<file path="src/rtl/fetch_pkg.sv">
// rtl/fetch_pkg.sv - shared types and defaults for the instruction fetch queue
package fetch_pkg;

    localparam int          FETCH_DEPTH           = 4;
    localparam int          FETCH_MAX_OUTSTANDING = 2;
    localparam logic [31:0] RESET_PC              = 32'h0000_0000;

    typedef struct packed {
        logic [31:0] pc;
        logic [31:0] instr;
        logic        fault;
    } fetch_entry_t;

    // Fetch addresses are always whole words.
    function automatic logic [31:0] word_align(input logic [31:0] addr);
        return {addr[31:2], 2'b00};
    endfunction

endpackage

</file>
<file path="src/rtl/fetch_fifo.sv">
// rtl/fetch_fifo.sv - entry storage for the fetch queue with flush and occupancy count
module fetch_fifo
    import fetch_pkg::*;
#(
    parameter  int DEPTH = FETCH_DEPTH,
    localparam int AW    = $clog2(DEPTH),
    localparam int CW    = $clog2(DEPTH + 1)
) (
    input  logic              clk,
    input  logic              rst_n,
    input  logic              i_flush,
    input  logic              i_push,
    input  fetch_entry_t      i_push_data,
    input  logic              i_pop,
    output fetch_entry_t      o_head,
    output logic [CW-1:0]     o_count
);

    fetch_entry_t  r_mem [DEPTH];
    logic [AW-1:0] r_wr_ptr;
    logic [AW-1:0] r_rd_ptr;
    logic [CW-1:0] r_count;

    logic w_push;
    logic w_pop;

    // Flush wins over both push and pop; popping an empty queue is ignored.
    assign w_push = i_push & ~i_flush;
    assign w_pop  = i_pop & ~i_flush & (r_count != '0);

    // Pointer and occupancy bookkeeping.
    always_ff @(posedge clk or negedge rst_n) begin
        if (!rst_n) begin
            r_wr_ptr <= '0;
            r_rd_ptr <= '0;
            r_count  <= '0;
        end else if (i_flush) begin
            r_wr_ptr <= '0;
            r_rd_ptr <= '0;
            r_count  <= '0;
        end else begin
            if (w_push) r_wr_ptr <= r_wr_ptr + AW'(1);
            if (w_pop)  r_rd_ptr <= r_rd_ptr + AW'(1);
            r_count <= r_count + CW'(w_push) - CW'(w_pop);
        end
    end

    // Entry storage needs no reset; the head is only meaningful when count != 0.
    always_ff @(posedge clk) begin
        if (w_push) r_mem[r_wr_ptr] <= i_push_data;
    end

    assign o_head  = r_mem[r_rd_ptr];
    assign o_count = r_count;

endmodule

</file>
<file path="src/rtl/fetch_queue.sv">
// rtl/fetch_queue.sv - instruction fetch request control and in-order delivery queue
module fetch_queue
    import fetch_pkg::*;
#(
    parameter int          DEPTH           = FETCH_DEPTH,
    parameter int          MAX_OUTSTANDING = FETCH_MAX_OUTSTANDING,
    parameter logic [31:0] RESET_PC        = fetch_pkg::RESET_PC
) (
    input  logic        clk,
    input  logic        rst_n,
    input  logic        redirect_valid,
    input  logic [31:0] redirect_pc,
    output logic        mem_req,
    output logic [31:0] mem_addr,
    input  logic        mem_gnt,
    input  logic        mem_rvalid,
    input  logic [31:0] mem_rdata,
    input  logic        mem_err,
    output logic        out_valid,
    input  logic        out_ready,
    output logic [31:0] out_instr,
    output logic [31:0] out_pc,
    output logic        out_fault
);

    localparam int CW = $clog2(DEPTH + 1);
    localparam int OW = $clog2(MAX_OUTSTANDING + 1);

    logic [31:0]   r_fetch_pc;
    logic [31:0]   r_resp_pc;
    logic [OW-1:0] r_outstanding;
    logic [OW-1:0] r_drop_cnt;

    logic [CW-1:0] w_count;
    fetch_entry_t  w_head;
    fetch_entry_t  w_push_data;
    logic [31:0]   w_inflight;
    logic [31:0]   w_new_pc;
    logic          w_fire;
    logic          w_ret;
    logic          w_drop;
    logic          w_accept;
    logic          w_pop;

    // Queue slots already holding or reserved for data must leave room for every response.
    assign w_inflight = 32'(w_count) + 32'(r_outstanding);
    assign mem_req    = rst_n & ~redirect_valid
                      & (w_inflight < 32'(DEPTH))
                      & (32'(r_outstanding) < 32'(MAX_OUTSTANDING));
    assign mem_addr   = r_fetch_pc;

    assign w_new_pc   = word_align(redirect_pc);
    assign w_fire     = mem_req & mem_gnt;
    assign w_ret      = mem_rvalid & (r_outstanding != '0);
    assign w_drop     = w_ret & (r_drop_cnt != '0);
    assign w_accept   = w_ret & (r_drop_cnt == '0) & ~redirect_valid;
    assign w_pop      = out_valid & out_ready & ~redirect_valid;

    assign w_push_data = '{pc: r_resp_pc, instr: mem_rdata, fault: mem_err};

    // Request/response tracking; a redirect reclassifies everything still in flight as stale.
    always_ff @(posedge clk or negedge rst_n) begin
        if (!rst_n) begin
            r_fetch_pc    <= RESET_PC;
            r_resp_pc     <= RESET_PC;
            r_outstanding <= '0;
            r_drop_cnt    <= '0;
        end else begin
            r_outstanding <= r_outstanding + OW'(w_fire) - OW'(w_ret);
            if (redirect_valid) begin
                r_fetch_pc <= w_new_pc;
                r_resp_pc  <= w_new_pc;
                r_drop_cnt <= r_outstanding - OW'(w_ret);
            end else begin
                if (w_fire)   r_fetch_pc <= r_fetch_pc + 32'd4;
                if (w_accept) r_resp_pc  <= r_resp_pc + 32'd4;
                if (w_drop)   r_drop_cnt <= r_drop_cnt - OW'(1);
            end
        end
    end

    fetch_fifo #(
        .DEPTH (DEPTH)
    ) u_fifo (
        .clk         (clk),
        .rst_n       (rst_n),
        .i_flush     (redirect_valid),
        .i_push      (w_accept),
        .i_push_data (w_push_data),
        .i_pop       (w_pop),
        .o_head      (w_head),
        .o_count     (w_count)
    );

    assign out_valid = (w_count != '0);
    assign out_pc    = out_valid ? w_head.pc    : 32'h0;
    assign out_instr = out_valid ? w_head.instr : 32'h0;
    assign out_fault = out_valid & w_head.fault;

endmodule

</file>
<file path="config.mk">
export PLATFORM = sky130hd
export DESIGN_NAME = fetch_queue
export DESIGN_NICKNAME = d
export VERILOG_FILES = /design/src/rtl/fetch_pkg.sv /design/src/rtl/fetch_fifo.sv /design/src/rtl/fetch_queue.sv
export SDC_FILE = /design/constraint.sdc
export NUM_CORES = 1
export LEC_CHECK = 0
export CAP_MARGIN = 30
export CORE_MARGIN = 2
export CORE_UTILIZATION = 40
export DETAILED_ROUTE_END_ITERATION = 16
export MAX_ROUTING_LAYER = met4
export PLACE_DENSITY = 0.65
export REMOVE_ABC_BUFFERS = 1
export SLEW_MARGIN = 20
export SYNTH_ARGS = -nofsm -noshare
export SYNTH_HDL_FRONTEND = slang
export SYNTH_SLANG_ARGS = --single-unit
</file>
<file path="constraint.sdc">
create_clock -name clk -period 5.2 [get_ports clk]
set_input_delay 1.04 -clock clk [delete_from_list [all_inputs] [get_ports clk]]
set_output_delay 1.04 -clock clk [all_outputs]
set_load 0.02 [all_outputs]
</file>
# --- Word level (Yosys, flattened, before mapping) ---
# Memories as Yosys holds them, arrays and structs flattened.
# Cells that the tools add are included.
totals:
  out_inout_bits: 99
  n_memories: 1
  ff_bits: 75
  ram_bits: 260
classes:
  addsub: 11
  reduce_logical: 9
  n_mux: 15
  magnitude_cmp: 2
  bitwise_logic: 15
memory_table:
  columns: ["name", "words", "word_bits", "read_ports", "rd_ports_with_merged_regs", "wr", "line", "text"]
  rows:
  - ["u_fifo.r_mem", 4, 65, 1, 0, 1, "fetch_fifo.sv:19", "fetch_entry_t r_mem [DEPTH];"]
op_table:
  columns: ["op", "n"]
  rows:
  - ["$mux W32", 6]
  - ["$add A32 B3 Y32 const B", 2]
  - ["$and A1 B1 Y1", 14]
  - ["$reduce_bool A2 Y1", 7]
  - ["$mux W2", 6]
  - ["$add A2 B1 Y2 const B", 2]
  - ["$add A3 B2 Y4", 1]
  - ["$lt A4 B3 Y1 const B", 1]
  - ["$sub A2 B1 Y2", 2]
  - ["$add A3 B1 Y3", 1]
  - ["$mux W3", 1]
  - ["$reduce_bool A3 Y1", 1]
  - ["$sub A3 B1 Y3", 1]
  - ["$add A2 B1 Y2", 1]
  - ["$logic_not A2 Y1", 1]
  - ["$lt A2 B2 Y1 const B", 1]
  - ["$mux W1", 2]
  - ["$sub A2 B1 Y2 const B", 1]
  - ["$not A1 Y1", 1]

# --- Logic depth before layout (Yosys ltp) ---
depth:
  ltp_word: 8
  depth_mapped: 11
  ltp_nobuf: 10

# --- Hierarchy ---
# Synthesis repeated with hierarchy kept, for this count alone.
hier_totals:
  cells_unflattened: 859
  area_unflattened_um2: 14186.1
by_module_without_submodules:
  columns: ["mod", "area_each_um2", "instances", "cells_per_inst"]
  rows:
  - ["fetch_fifo", 9853.2, 1, 382]
  - ["fetch_queue", 4332.9, 1, 477]

# --- Worst setup path before layout ---
# Ideal clock, no wire load.
synth_path:
  path_kind: "input port to flip-flop"
  from: "input redirect_valid"
  to: "memory u_fifo.r_mem[0][0] in the netlist's numbering (enable)"
  stages: 4
  arrival_ns: 3.139
  slack_ns: 1.633
  n_path_buf: 2
  t_required_ns: 4.772
  cell_sequence: "buf_2 -> inv_2 -> clkbuf_1 -> and3_1"
synth_via:
  elab_chain_cells: 5
synth_lines:
  columns: ["item", "line", "text"]
  rows:
  - ["start, declared", "fetch_queue.sv:11", "input logic redirect_valid,"]
  - ["$not A1 Y1 (*)", "fetch_fifo.sv:28, fetch_queue.sv:56", null]
  - ["$and A1 B1 Y1", "fetch_queue.sv:56", "assign w_accept = w_ret & (r_drop_cnt == '0) & ~redirect_valid;"]
  - ["$and A1 B1 Y1 (*)", "fetch_fifo.sv:28", "assign w_push = i_push & ~i_flush;"]
  - ["$mux W1 (*)", "fetch_fifo.sv:50", "if (w_push) r_mem[r_wr_ptr] <= i_push_data;"]
  - ["$mux W1 (not written as such) (*)", "fetch_fifo.sv:50", null]
  - ["end, declared", "fetch_fifo.sv:19", null]
# Every way passes the cells marked *; elsewhere a longest branch is shown, timed or not.

# --- Final worst setup path ---
layout_path:
  from: "register u_fifo.r_rd_ptr[0]"
  to: "output out_pc[9]"
layout_via:
  elab_chain_cells: 2
layout_lines:
  columns: ["item", "line", "text"]
  rows:
  - ["start, declared", "fetch_fifo.sv:21", "logic [AW-1:0] r_rd_ptr;"]
  - ["start signal, assigned", "fetch_fifo.sv:43", "if (w_pop) r_rd_ptr <= r_rd_ptr + AW'(1);"]
  - ["$mem_v2 Z4 W65", null, null]
  - ["$mux W32", "fetch_queue.sv:96", "assign out_pc = out_valid ? w_head.pc : 32'h0;"]
  - ["end, declared", "fetch_queue.sv:22", "output logic [31:0] out_pc,"]
# No other way between the ends.

==> impl_metrics.env <==
export IMPL_drcViolationCount=0
export IMPL_firstDrtPassIters=4
export IMPL_ys_flop_type="edfxtp_1"
export IMPL_worstSetupPathType="reg2out"
export IMPL_root_buffer="clkbuf_16"
export IMPL_syn_to_final_growth_pct=24.13
export IMPL_cp_max_fo=33
export IMPL_grt_pass1_wl_um=46840
export IMPL_rows=67
export IMPL_clkSinkCount=323
export IMPL_grt_max_degree=73
export IMPL_core_um2=33620
export IMPL_clock_fmax_ghz=0.2420
export IMPL_cts_setup_buffers=0
export IMPL_skew_ns=0.02346
export IMPL_start_util_pct=40.82
export IMPL_irDropWorstVdd_mv=0.2247
export IMPL_worstPathRequired_ns=4.16
export IMPL_ys_seq_elements=323
export IMPL_synthTopCellsByCount="edfxtp_1 (252), dfrtp_1 (71), and2_1 (63), mux4_2 (63), xnor2_1 (38)"
export IMPL_dieArea_um2=35800
export IMPL_post_cts_resized=0
export IMPL_wl_um=30200
export IMPL_grtUsageMet2_pct=27.29
export IMPL_syn_area_um2=13720
export IMPL_diodes=0
export IMPL_fin_nets=1100
export IMPL_max_clock_path_buffers=3
export IMPL_ys_warn_count=0
export IMPL_yosysUniqueCellTypes=50
export IMPL_antenna_found_initial=0
export IMPL_worst_pin_slew_ns=0.8607
export IMPL_drtAntennaViolNets=0
export IMPL_syn_inst=841
export IMPL_globalRouteMet1Util_pct=24.38
export IMPL_synth_edf_count=252
export IMPL_io_pins=170
export IMPL_post_place_cells=1425
export IMPL_fin_setup_tns_ns=0
export IMPL_synth_most_common_cell="edfxtp_1"
export IMPL_numCtsBuffers=35
export IMPL_synth_area_leaders="edfxtp_1 (55%), dfrtp_1 (13%), mux4_2 (10%)"
export IMPL_die_x_um=189.2
export IMPL_avgRoutedWirePerCell_um=20.31
export IMPL_avgSynthCellArea_um2=16.31
export IMPL_viasPerCell=5.189
export IMPL_drive_gt1_share_pct=16.07
export IMPL_dp_hpwl_um=19060
export IMPL_fin_cells=1487
export IMPL_finalCritPeriodShare_pct=79.46
export IMPL_max_slew_margin_rel_pct=42.62
export IMPL_min_period_ns=4.132
export IMPL_grt_use_met3_pct=2.929
export IMPL_io_buffer_count=163
export IMPL_drt_iter0_markers=407
export IMPL_htree_levels=2
export IMPL_num_vias=7716
export IMPL_yosysTopAreaCell="edfxtp_1"
export IMPL_status="completed"
export IMPL_ctsHoldBuffers=0
export IMPL_cts_clk_slew_worst_paths_ns=0.06
export IMPL_cp_data_arrival_time_ns=3.09
export IMPL_hold_class="in2async"
export IMPL_start_kind="flip-flop"
export IMPL_r2r_slack_ns=2.27
export IMPL_p_total_uw=7429
export IMPL_grt_busiest_layer="met2"
export IMPL_hold_violations=0
export IMPL_drv_cap=0
export IMPL_worstSetupEndpointType="primary output"
export IMPL_gpl_final_weighted_congestion=0.8127
export IMPL_ys_seq_area_share_pct=68.10
export IMPL_die_h_um=189.2
export IMPL_cts_tree="built"
export IMPL_setup_viol=0
export IMPL_synthArstFlopShare_pct=21.98
export IMPL_track_usage_pct=17.56
export IMPL_powerDensity_nw_per_um2=436.2
export IMPL_grt_pass1_vias=8000
export IMPL_synth_top_area_share_pct=55.15
export IMPL_worstSkewPairLatency_ns=0.51
export IMPL_drv_slew=0
export IMPL_rsz0062_at_grt="no"
export IMPL_p_leak_uw=0.005706
export IMPL_grt_remaining_overflow=0
-- state kept, by name (all words and copies together), names as in the netlist --
name and flops:
u_fifo.r_mem 252, mem_addr 30, r_resp_pc 30, u_fifo.o_count 3, r_drop_cnt 2, r_outstanding 2
u_fifo.r_rd_ptr 2, u_fifo.r_wr_ptr 2
-- area by class of cell --
class                           instances  area, um2
Multi-Input combinational cell        453       4121
Clock buffer                           46      979.7
Fill cell                            2839      16580
Inverter                               24      90.09
Clock inverter                         15      126.4
Tap cell                              448      560.5
Timing Repair Buffer                  178       1804
Sequential cell                       323       9349
-- stage by stage --
step                      cell area [um2]  utilization (%)  hold WS [ns]  setup slack (ns)
after floorplan                     13530                -        0.4952            0.7227
after global placement              15880            47.23        0.5626             1.480
after detailed placement            15900            47.29        0.5706             1.411
after CTS                           17000            50.58        0.5829            0.9632
after global routing                17030            50.66        0.5523            0.8645
final                               17030            50.66        0.5303             1.068
-- power by group --
part	internal (uW)	switching, uW	leakage (uW)
clock network	1420	963	0.000537
logic	968	916	0.00207
registers	2930	223	0.00310
-- logic make-up (layout without fill, tap and decap cells) --
group / after synthesis / count (layout) / synth area share (%)
other: 1 / 4 / 0.02733
muxes: 84 / 84 / 12.06
AOI/OAI and AO/OA: 61 / 61 / 3.055
and+or+nand+nor: 237 / 237 / 9.940
adders and majority gates: 14 / 14 / 1.331
DFF: 323 / 323 / 68.10
buffers and inverters: 68 / 263 / 2.097
xor gates and xnor gates: 53 / 53 / 3.383
-- path summary, 6_finish.rpt --
check,endpoint,start,depth (start not counted)
max in group asynchronous,u_fifo.r_rd_ptr[0],rst_n,3
max reg2reg,u_fifo.o_count[2],u_fifo.o_count[1],10
min reg2reg,u_fifo.r_mem[3][41],r_resp_pc[8],0
min in group clk,u_fifo.r_mem[3][41],r_resp_pc[8],0
max,out_pc[9],u_fifo.r_rd_ptr[0],4
min,mem_addr[6],rst_n,2
-- layout by cell type (no fill, tap or decap), types with 16 or more instances in the layout --
cell             count
edfxtp_1           252
clkdlybuf4s50_1    161
dfrtp_1             69
mux4_2              63
and2_1              63
xnor2_1             38
clkbuf_16           37
nand2_1             36
nand3_1             32
nor2_1              24
inv_1               22
mux2_2              21
nand4_1             16
-- layer usage --
| metal | wire, um | share of wire, % |
|---|---|---|
| met1 | 13920 | 46 |
| met2 | 14080 | 47 |
| met3 | 1686 | 5.6 |
| met4 | 511 | 1.7 |
| met5 | 0 | 0 |
-- worst max-delay path, stage by stage (launching register included) --
cell	delay, ns
dfrtp_4	0.90
buf_4	0.39
mux4_2	0.56
and2_1	0.17
clkdlybuf4s50_1	0.53
(Power assumes the default switching activity.)
